## src/rtl/cc_mux21_arbiter.sv

```systemverilog
// Two-requester arbiter driving a shared 2:1 data mux, with burst-limited fairness.
// Grants decode from state; z/valid are registered one cycle after the grant; the only backpressure is grant withholding.
module cc_mux21_arbiter #(
  parameter int MUX21ARB_DATAWIDTH = 8,
  parameter int MUX21ARB_BURSTMAX  = 4
) (
  input  logic                          CC_MUX21ARB_CLOCK_50,
  input  logic                          CC_MUX21ARB_RESET_InHigh,
  input  logic                          CC_MUX21ARB_req1_In,
  input  logic                          CC_MUX21ARB_req2_In,
  input  logic [MUX21ARB_DATAWIDTH-1:0] CC_MUX21ARB_data1_InBUS,
  input  logic [MUX21ARB_DATAWIDTH-1:0] CC_MUX21ARB_data2_InBUS,
  output logic                          CC_MUX21ARB_grant1_Out,
  output logic                          CC_MUX21ARB_grant2_Out,
  output logic                          CC_MUX21ARB_select_Out,
  output logic [MUX21ARB_DATAWIDTH-1:0] CC_MUX21ARB_z_Out,
  output logic                          CC_MUX21ARB_valid_Out
);

  localparam int CNT_W = $clog2(MUX21ARB_BURSTMAX);
  localparam logic [CNT_W-1:0] CNT_LAST = CNT_W'(MUX21ARB_BURSTMAX - 1);

  typedef enum logic [1:0] {
    IDLE = 2'd0,
    OWN1 = 2'd1,
    OWN2 = 2'd2
  } state_t;

  state_t                          state_q, state_d;
  logic [CNT_W-1:0]                cnt_q, cnt_d;
  logic                            last_q, last_d;   // 0: requester 1 served last, 1: requester 2
  logic [MUX21ARB_DATAWIDTH-1:0]   z_q, z_d;
  logic                            valid_q, valid_d;

  logic req1, req2;
  assign req1 = CC_MUX21ARB_req1_In;
  assign req2 = CC_MUX21ARB_req2_In;

  always_comb begin
    state_d = state_q;
    cnt_d   = cnt_q;
    last_d  = last_q;
    z_d     = z_q;
    valid_d = 1'b0;
    case (state_q)
      IDLE: begin
        cnt_d = '0;
        if (req1 && req2) state_d = last_q ? OWN1 : OWN2;
        else if (req1)    state_d = OWN1;
        else if (req2)    state_d = OWN2;
      end
      OWN1: begin
        last_d  = 1'b0;
        z_d     = CC_MUX21ARB_data1_InBUS;
        valid_d = 1'b1;
        if (!req1) begin
          cnt_d   = '0;
          state_d = req2 ? OWN2 : IDLE;
        end else if (cnt_q == CNT_LAST) begin
          // Burst exhausted: hand over if the other side waits, otherwise start a fresh burst.
          cnt_d = '0;
          if (req2) state_d = OWN2;
        end else begin
          cnt_d = cnt_q + CNT_W'(1);
        end
      end
      OWN2: begin
        last_d  = 1'b1;
        z_d     = CC_MUX21ARB_data2_InBUS;
        valid_d = 1'b1;
        if (!req2) begin
          cnt_d   = '0;
          state_d = req1 ? OWN1 : IDLE;
        end else if (cnt_q == CNT_LAST) begin
          cnt_d = '0;
          if (req1) state_d = OWN1;
        end else begin
          cnt_d = cnt_q + CNT_W'(1);
        end
      end
      default: begin
        state_d = IDLE;
        cnt_d   = '0;
      end
    endcase
  end

  always_ff @(posedge CC_MUX21ARB_CLOCK_50) begin
    if (CC_MUX21ARB_RESET_InHigh) begin
      state_q <= IDLE;
      cnt_q   <= '0;
      last_q  <= 1'b1;
      z_q     <= '0;
      valid_q <= 1'b0;
    end else begin
      state_q <= state_d;
      cnt_q   <= cnt_d;
      last_q  <= last_d;
      z_q     <= z_d;
      valid_q <= valid_d;
    end
  end

  assign CC_MUX21ARB_grant1_Out = (state_q == OWN1);
  assign CC_MUX21ARB_grant2_Out = (state_q == OWN2);
  assign CC_MUX21ARB_select_Out = (state_q == OWN2);
  assign CC_MUX21ARB_z_Out      = z_q;
  assign CC_MUX21ARB_valid_Out  = valid_q;

endmodule

```

## config.mk

```make
export PLATFORM = sky130hd
export DESIGN_NAME = cc_mux21_arbiter
export DESIGN_NICKNAME = d
export VERILOG_FILES = /design/src/rtl/cc_mux21_arbiter.sv
export SDC_FILE = /design/constraint.sdc
export NUM_CORES = 1
export LEC_CHECK = 0
export CAP_MARGIN = 20
export CORE_AREA = 2 2 44 46
export DETAILED_ROUTE_END_ITERATION = 6
export DIE_AREA = 0 0 46 48
export GPL_TIMING_DRIVEN = 0
export PLACE_DENSITY = 0.83
export SYNTH_ARGS = -nofsm -noshare
export SYNTH_HDL_FRONTEND = slang
export SYNTH_SLANG_ARGS = --single-unit
```

## constraint.sdc

```tcl
create_clock -name CC_MUX21ARB_CLOCK_50 -period 3.91 [get_ports CC_MUX21ARB_CLOCK_50]
set_input_delay 1.173 -clock CC_MUX21ARB_CLOCK_50 [delete_from_list [all_inputs] [get_ports CC_MUX21ARB_CLOCK_50]]
set_output_delay 1.173 -clock CC_MUX21ARB_CLOCK_50 [all_outputs]
set_load 0.1 [all_outputs]
```

==> results.toml, run 1 <==
[synth]
synth.cell_area_sq_um = 707
syn-num-nets = 98
ys.flop_type = "dfxtp_1"
synth.most_common_cell = "dfxtp_1"
synth.top_cells.by_count = "14 x dfxtp_1, 8 x a211oi_1, 8 x mux2i_1, 8 x nor2_1"
syn_avg_cell_area_sq_um = 9.68
synth_area_leaders = "dfxtp_1 40%, mux2i_1 11%, ha_1 8.8%"
yosys_warnings = 0
synth_top_area_frac = 0.396
yosysTopAreaCell = "dfxtp_1"
ys_seq_area_frac = 0.396
ys_seq_elements = 14
synth_edf_count = 0
yosysUniqueCellTypes = 24
synth-async-reset-ratio = 0
synthCells = 73

[placement]
gp_congestion = 0.793
hpwlAfterDp_um = 1110
io_buffers = 31

[route]
drtPass1Iterations = 2
num_vias = 633
via_per_inst = 5.06
drtIter0Drc = 9
ant_nets = 0
drc = 0
wl_per_cell_um = 11.1
drt-total-wl_um = 1390

[sta]
rsz0062_at_grt = "no"
fmax_ghz = 0.296
fin_skew_ns = 0.00478
period_minus_slack_ns = 3.38
worst_pin_slew_ns = 0.975
finalCritPeriodShare = 0.865
hold_violations = 0
slew_violations = 0
finalSetupViolCount = 0
slew-limit-headroom = 0.348
tns_ns = 0

[setup_path]
start_kind = "flip-flop"
worstPathRequired_ns = 2.74
r2r_cells = 6
endpoint_kind = "output port"
arrival_ns = 2.21
crit_path_max_fanout = 6
path_class = "reg2out"

[die]
die_w_um = 46
die-area_sq_um = 2210
initial_core_util = 0.419
rows = 15
io_pins = 32
die_h_um = 48
core_sq_um = 1690

[min_path]
whs_path_depth = 1
hold_path_class = "reg2reg"

[cts]
clock_path_buffers = 2
cts_htree_levels = 1
cts.sinks = 14
insertion_delay_ns = 0.27
cts_resized = 0
root_buffer = "clkbuf_4"
path_clk_slew_ns = 0.09
cts_made_buffers = 3
cts_setup_buffers = 0
cts_tree = "done"
ctsHoldBuffers = 0

[global_routing]
grt_pass1_vias = 555
grt_antenna_before_repair = 0
grt_max_degree = 11
grt_overflow_total = 0
grt_pass1_wl_um = 2270
grtUsageTotal = 0.149

[final_layout]
nets = 134
multiInputGateArea_sq_um = 382
drive_above_1_share = 0.120
fillers = 149
synthToLayoutAreaGrowth_pct = 52.0
regArea_sq_um = 280
fin_util = 0.636
antennaDiodeCount = 0

[run_status]
status = "complete, no violations"

[flow_run]
drv_cap = 0
[area by class of cell]
type / count / area share
buffer: 5 / 0.0244
clock buffer: 4 / 0.0338
inverter: 5 / 0.0175
multi-input combinational: 49 / 0.355
sequential: 14 / 0.261
tap: 17 / 0.0198
timing repair buffer: 31 / 0.289
[cells by family (layout without fill, tap and decap cells)]
logic type	count (synthesis)	count (layout)	share of synthesized area
adder cells (fa/ha/maj)	5	5	0.0885
multiplexers	8	8	0.113
AO/OA/AOI/OAI	18	18	0.200
AND/OR/NAND/NOR	18	18	0.138
flip-flops	14	14	0.396
buffers and inverters	10	45	0.0637
[routing by layer]
metal  up-vias  track usage  wire length (um)
met2        25        0.253               651
met5         -            0                 0
met3         2       0.0491               103
met1       275        0.164               625
met4         0       0.0857                10
li1        331            -                 -
[worst max-delay path, cell delays in order (launching register included)]
cell             delay (ns)
dfxtp_1                0.37
inv_1                  0.10
ha_1                   0.23
buf_4                  0.13
clkdlybuf4s50_1        1.11
[state kept, by name, indices dropped and copies added (netlist names)]
signal	cells
cnt_q	2
state_q	2
CC_MUX21ARB_valid_Out	1
CC_MUX21ARB_z_Out	8
last_q	1
[cells in the final DEF, fill, tap and decap left out, types with 2 or more instances in the layout]
cell type,count
a21oi_2,2
dfxtp_1,14
nor2b_1,3
o21ai_0,2
a211oi_1,8
nand3b_1,2
clkdlybuf4s50_1,31
mux2i_1,8
ha_1,5
buf_2,3
clkbuf_4,3
inv_1,5
nor2_1,8
[final timing paths]
kind	slack (ns)	end	from
setup / recovery	0.53	CC_MUX21ARB_select_Out	state_q[0]$_SDFFE_PP0P_
hold / removal	0.44	cnt_q[0]$_SDFF_PP0_	cnt_q[0]$_SDFF_PP0_
setup reg to reg	2.29	state_q[0]$_SDFFE_PP0P_	state_q[0]$_SDFFE_PP0P_
hold reg to reg	0.44	cnt_q[0]$_SDFF_PP0_	cnt_q[0]$_SDFF_PP0_
[per-stage QoR]
| step | setup slack (ns) | instances | hold WS (ns) | cell area [sq um] |
|---|---|---|---|---|
| 6_report | 0.530 | 125 | 0.438 | 1070 |
| 5_1_grt | 0.414 | 125 | 0.452 | 1070 |
| 4_1_cts | 0.509 | 125 | 0.446 | 1070 |
| 3_5_place_dp | 0.817 | 121 | 0.434 | 1040 |
| 3_3_place_gp | 0.861 | 121 | 0.415 | 1040 |
| 2_1_floorplan | 1.05 | 73 | 0.407 | 707 |
Power of run 1 is left out: the tool's default activity adds up to more than one toggle a clock period on the data nets, which glitch-free logic cannot reach.
==> run 2, diff against run 1 <==
--- a/config.mk
+++ b/config.mk
@@ -6,11 +6,11 @@
 export NUM_CORES = 1
 export LEC_CHECK = 0
 export CAP_MARGIN = 20
-export CORE_AREA = 2 2 44 46
+export CORE_AREA = 2 2 52 54
 export DETAILED_ROUTE_END_ITERATION = 6
-export DIE_AREA = 0 0 46 48
+export DIE_AREA = 0 0 54 56
 export GPL_TIMING_DRIVEN = 0
-export PLACE_DENSITY = 0.83
+export PLACE_DENSITY = 0.63
 export SYNTH_ARGS = -nofsm -noshare
 export SYNTH_HDL_FRONTEND = slang
 export SYNTH_SLANG_ARGS = --single-unit
==> run 2 against run 1 <==
Compared with the run above: first-iteration DRC count increased by 44%; flip-flop and latch count unchanged; hold slack improved by 0.0068 ns; global-route usage decreased by 2.8 points; fmax decreased by 0.45%; wire length increased by 16%; utilization decreased by 19 points; clock-buffer cell count unchanged; register-to-register slack about the same; critical path type unchanged; largest cell class unchanged.
==> results.toml, run 2 (synthesis gave the netlist of run 1 again) <==
[run_status]
status = "complete, no violations"

[route]
wl_met3_um = 147
wl_met1_um = 696
drt-total-wl_um = 1610
wl_per_cell_um = 11.7
drc = 0
wl_met2_um = 751
num_vias = 652
highest_layer = "met4"
ant_nets = 0
via_per_inst = 4.72
drtPass1Iterations = 4
drtIter0Drc = 13

[final_layout]
stdcell_count = 138
synthToLayoutAreaGrowth_pct = 54.3
drive_above_1_share = 0.120
mostFrequentLayoutCells = "31 x clkdlybuf4s50_1, 14 x dfxtp_1, 8 x mux2i_1, 8 x nor2_1, 8 x a211oi_1"
nets = 134
antennaDiodeCount = 0
final_common_cell = "clkdlybuf4s50_1"
fillers = 250
largest_reg_flops = 8

[setup_path]
critPathTopFamily = "buffers and inverters"
path_class = "reg2out"
start_kind = "flip-flop"
path_buf_inv = 3
cpPeakStageDelay_ns = 1.11
worstPathRequired_ns = 2.74
endpoint_kind = "output port"
crit_path_max_fanout = 6
path_cells = "inv_1 -> ha_1 -> buf_4 -> clkdlybuf4s50_1"
critPathSlowestCell = "clkdlybuf4s50_1"
arrival_ns = 2.22

[cts]
path_clk_slew_ns = 0.09
cts_htree_levels = 1
insertion_delay_ns = 0.28
cts_setup_buffers = 0
cts_tree = "done"
cts.sinks = 14
root_buffer = "clkbuf_4"
cts_resized = 0
cts_made_buffers = 3
ctsHoldBuffers = 0
clock_path_buffers = 2

[sta]
fin_skew_ns = 0.000761
tns_ns = 0
hold_violations = 0
worst_pin_slew_ns = 0.972
finalCritPeriodShare = 0.868
slew_violations = 0
holdWs_ns = 0.445
period_minus_slack_ns = 3.40
rsz0062_at_grt = "no"
fmax_ghz = 0.295
finalSetupViolCount = 0
slew-limit-headroom = 0.350

[die]
initial_core_util = 0.291
rows = 18
die_h_um = 56
core_sq_um = 2430
io_pins = 32
die-area_sq_um = 3020
die_w_um = 54

[global_routing]
grt_pass1_vias = 671
grt_pass1_wl_um = 2790
grt_antenna_before_repair = 0
grtUsageTotal = 0.121
grt_overflow_total = 0
grt_max_degree = 11

[placement]
gp_congestion = 0.759
io_buffers = 31
hpwlAfterDp_um = 1220
dp_cells = 134

[min_path]
hold_path_class = "reg2reg"

[flow_run]
drv_cap = 0
run 2: cell counts in the layout (fill, tap and decap cells not counted):
No cell type changed its count.
run 2: final timing paths:
check                          start                       to  slack (ns)  depth (start not counted)
min              cnt_q[0]$_SDFF_PP0_      cnt_q[0]$_SDFF_PP0_        0.44                          1
max reg2reg  state_q[0]$_SDFFE_PP0P_  state_q[0]$_SDFFE_PP0P_        2.29                          6
max          state_q[0]$_SDFFE_PP0P_   CC_MUX21ARB_select_Out        0.51                          4
min reg2reg      cnt_q[0]$_SDFF_PP0_      cnt_q[0]$_SDFF_PP0_        0.44                          1
run 2: metal layers:
layer	track usage	up-vias
li1	-	333
met1	0.141	286
met2	0.214	31
met3	0.0349	2
met4	0.0214	0
met5	0	-
run 2: layout make-up:
| type | count | area, sq um | area share |
|---|---|---|---|
| Buffer | 5 | 26.3 | 0.0241 |
| Clock buffer | 4 | 36.3 | 0.0333 |
| Inverter | 5 | 18.8 | 0.0172 |
| Multi-Input combinational cell | 49 | 382 | 0.350 |
| Sequential cell | 14 | 280 | 0.257 |
| Tap cell | 30 | 37.5 | 0.0344 |
| Timing Repair Buffer | 31 | 310 | 0.284 |
run 2: metrics by stage:
step	utilization	worst slack, ns	instance area [sq um]
5_1_grt	0.449	0.405	1090
3_3_place_gp	0.434	0.852	1050
3_5_place_dp	0.434	0.816	1050
4_1_cts	0.449	0.502	1090
2_1_floorplan	-	1.05	707
6_report	0.449	0.515	1090
run 2: worst register-to-register path: stages, from the launching register on:
cell	delay, ns
dfxtp_1	0.43
inv_1	0.09
ha_1	0.26
a22oi_2	0.24
a21oi_2	0.09
a311o_1	0.34
a21oi_2	0.11
Power of run 2 is left out for the same reason.
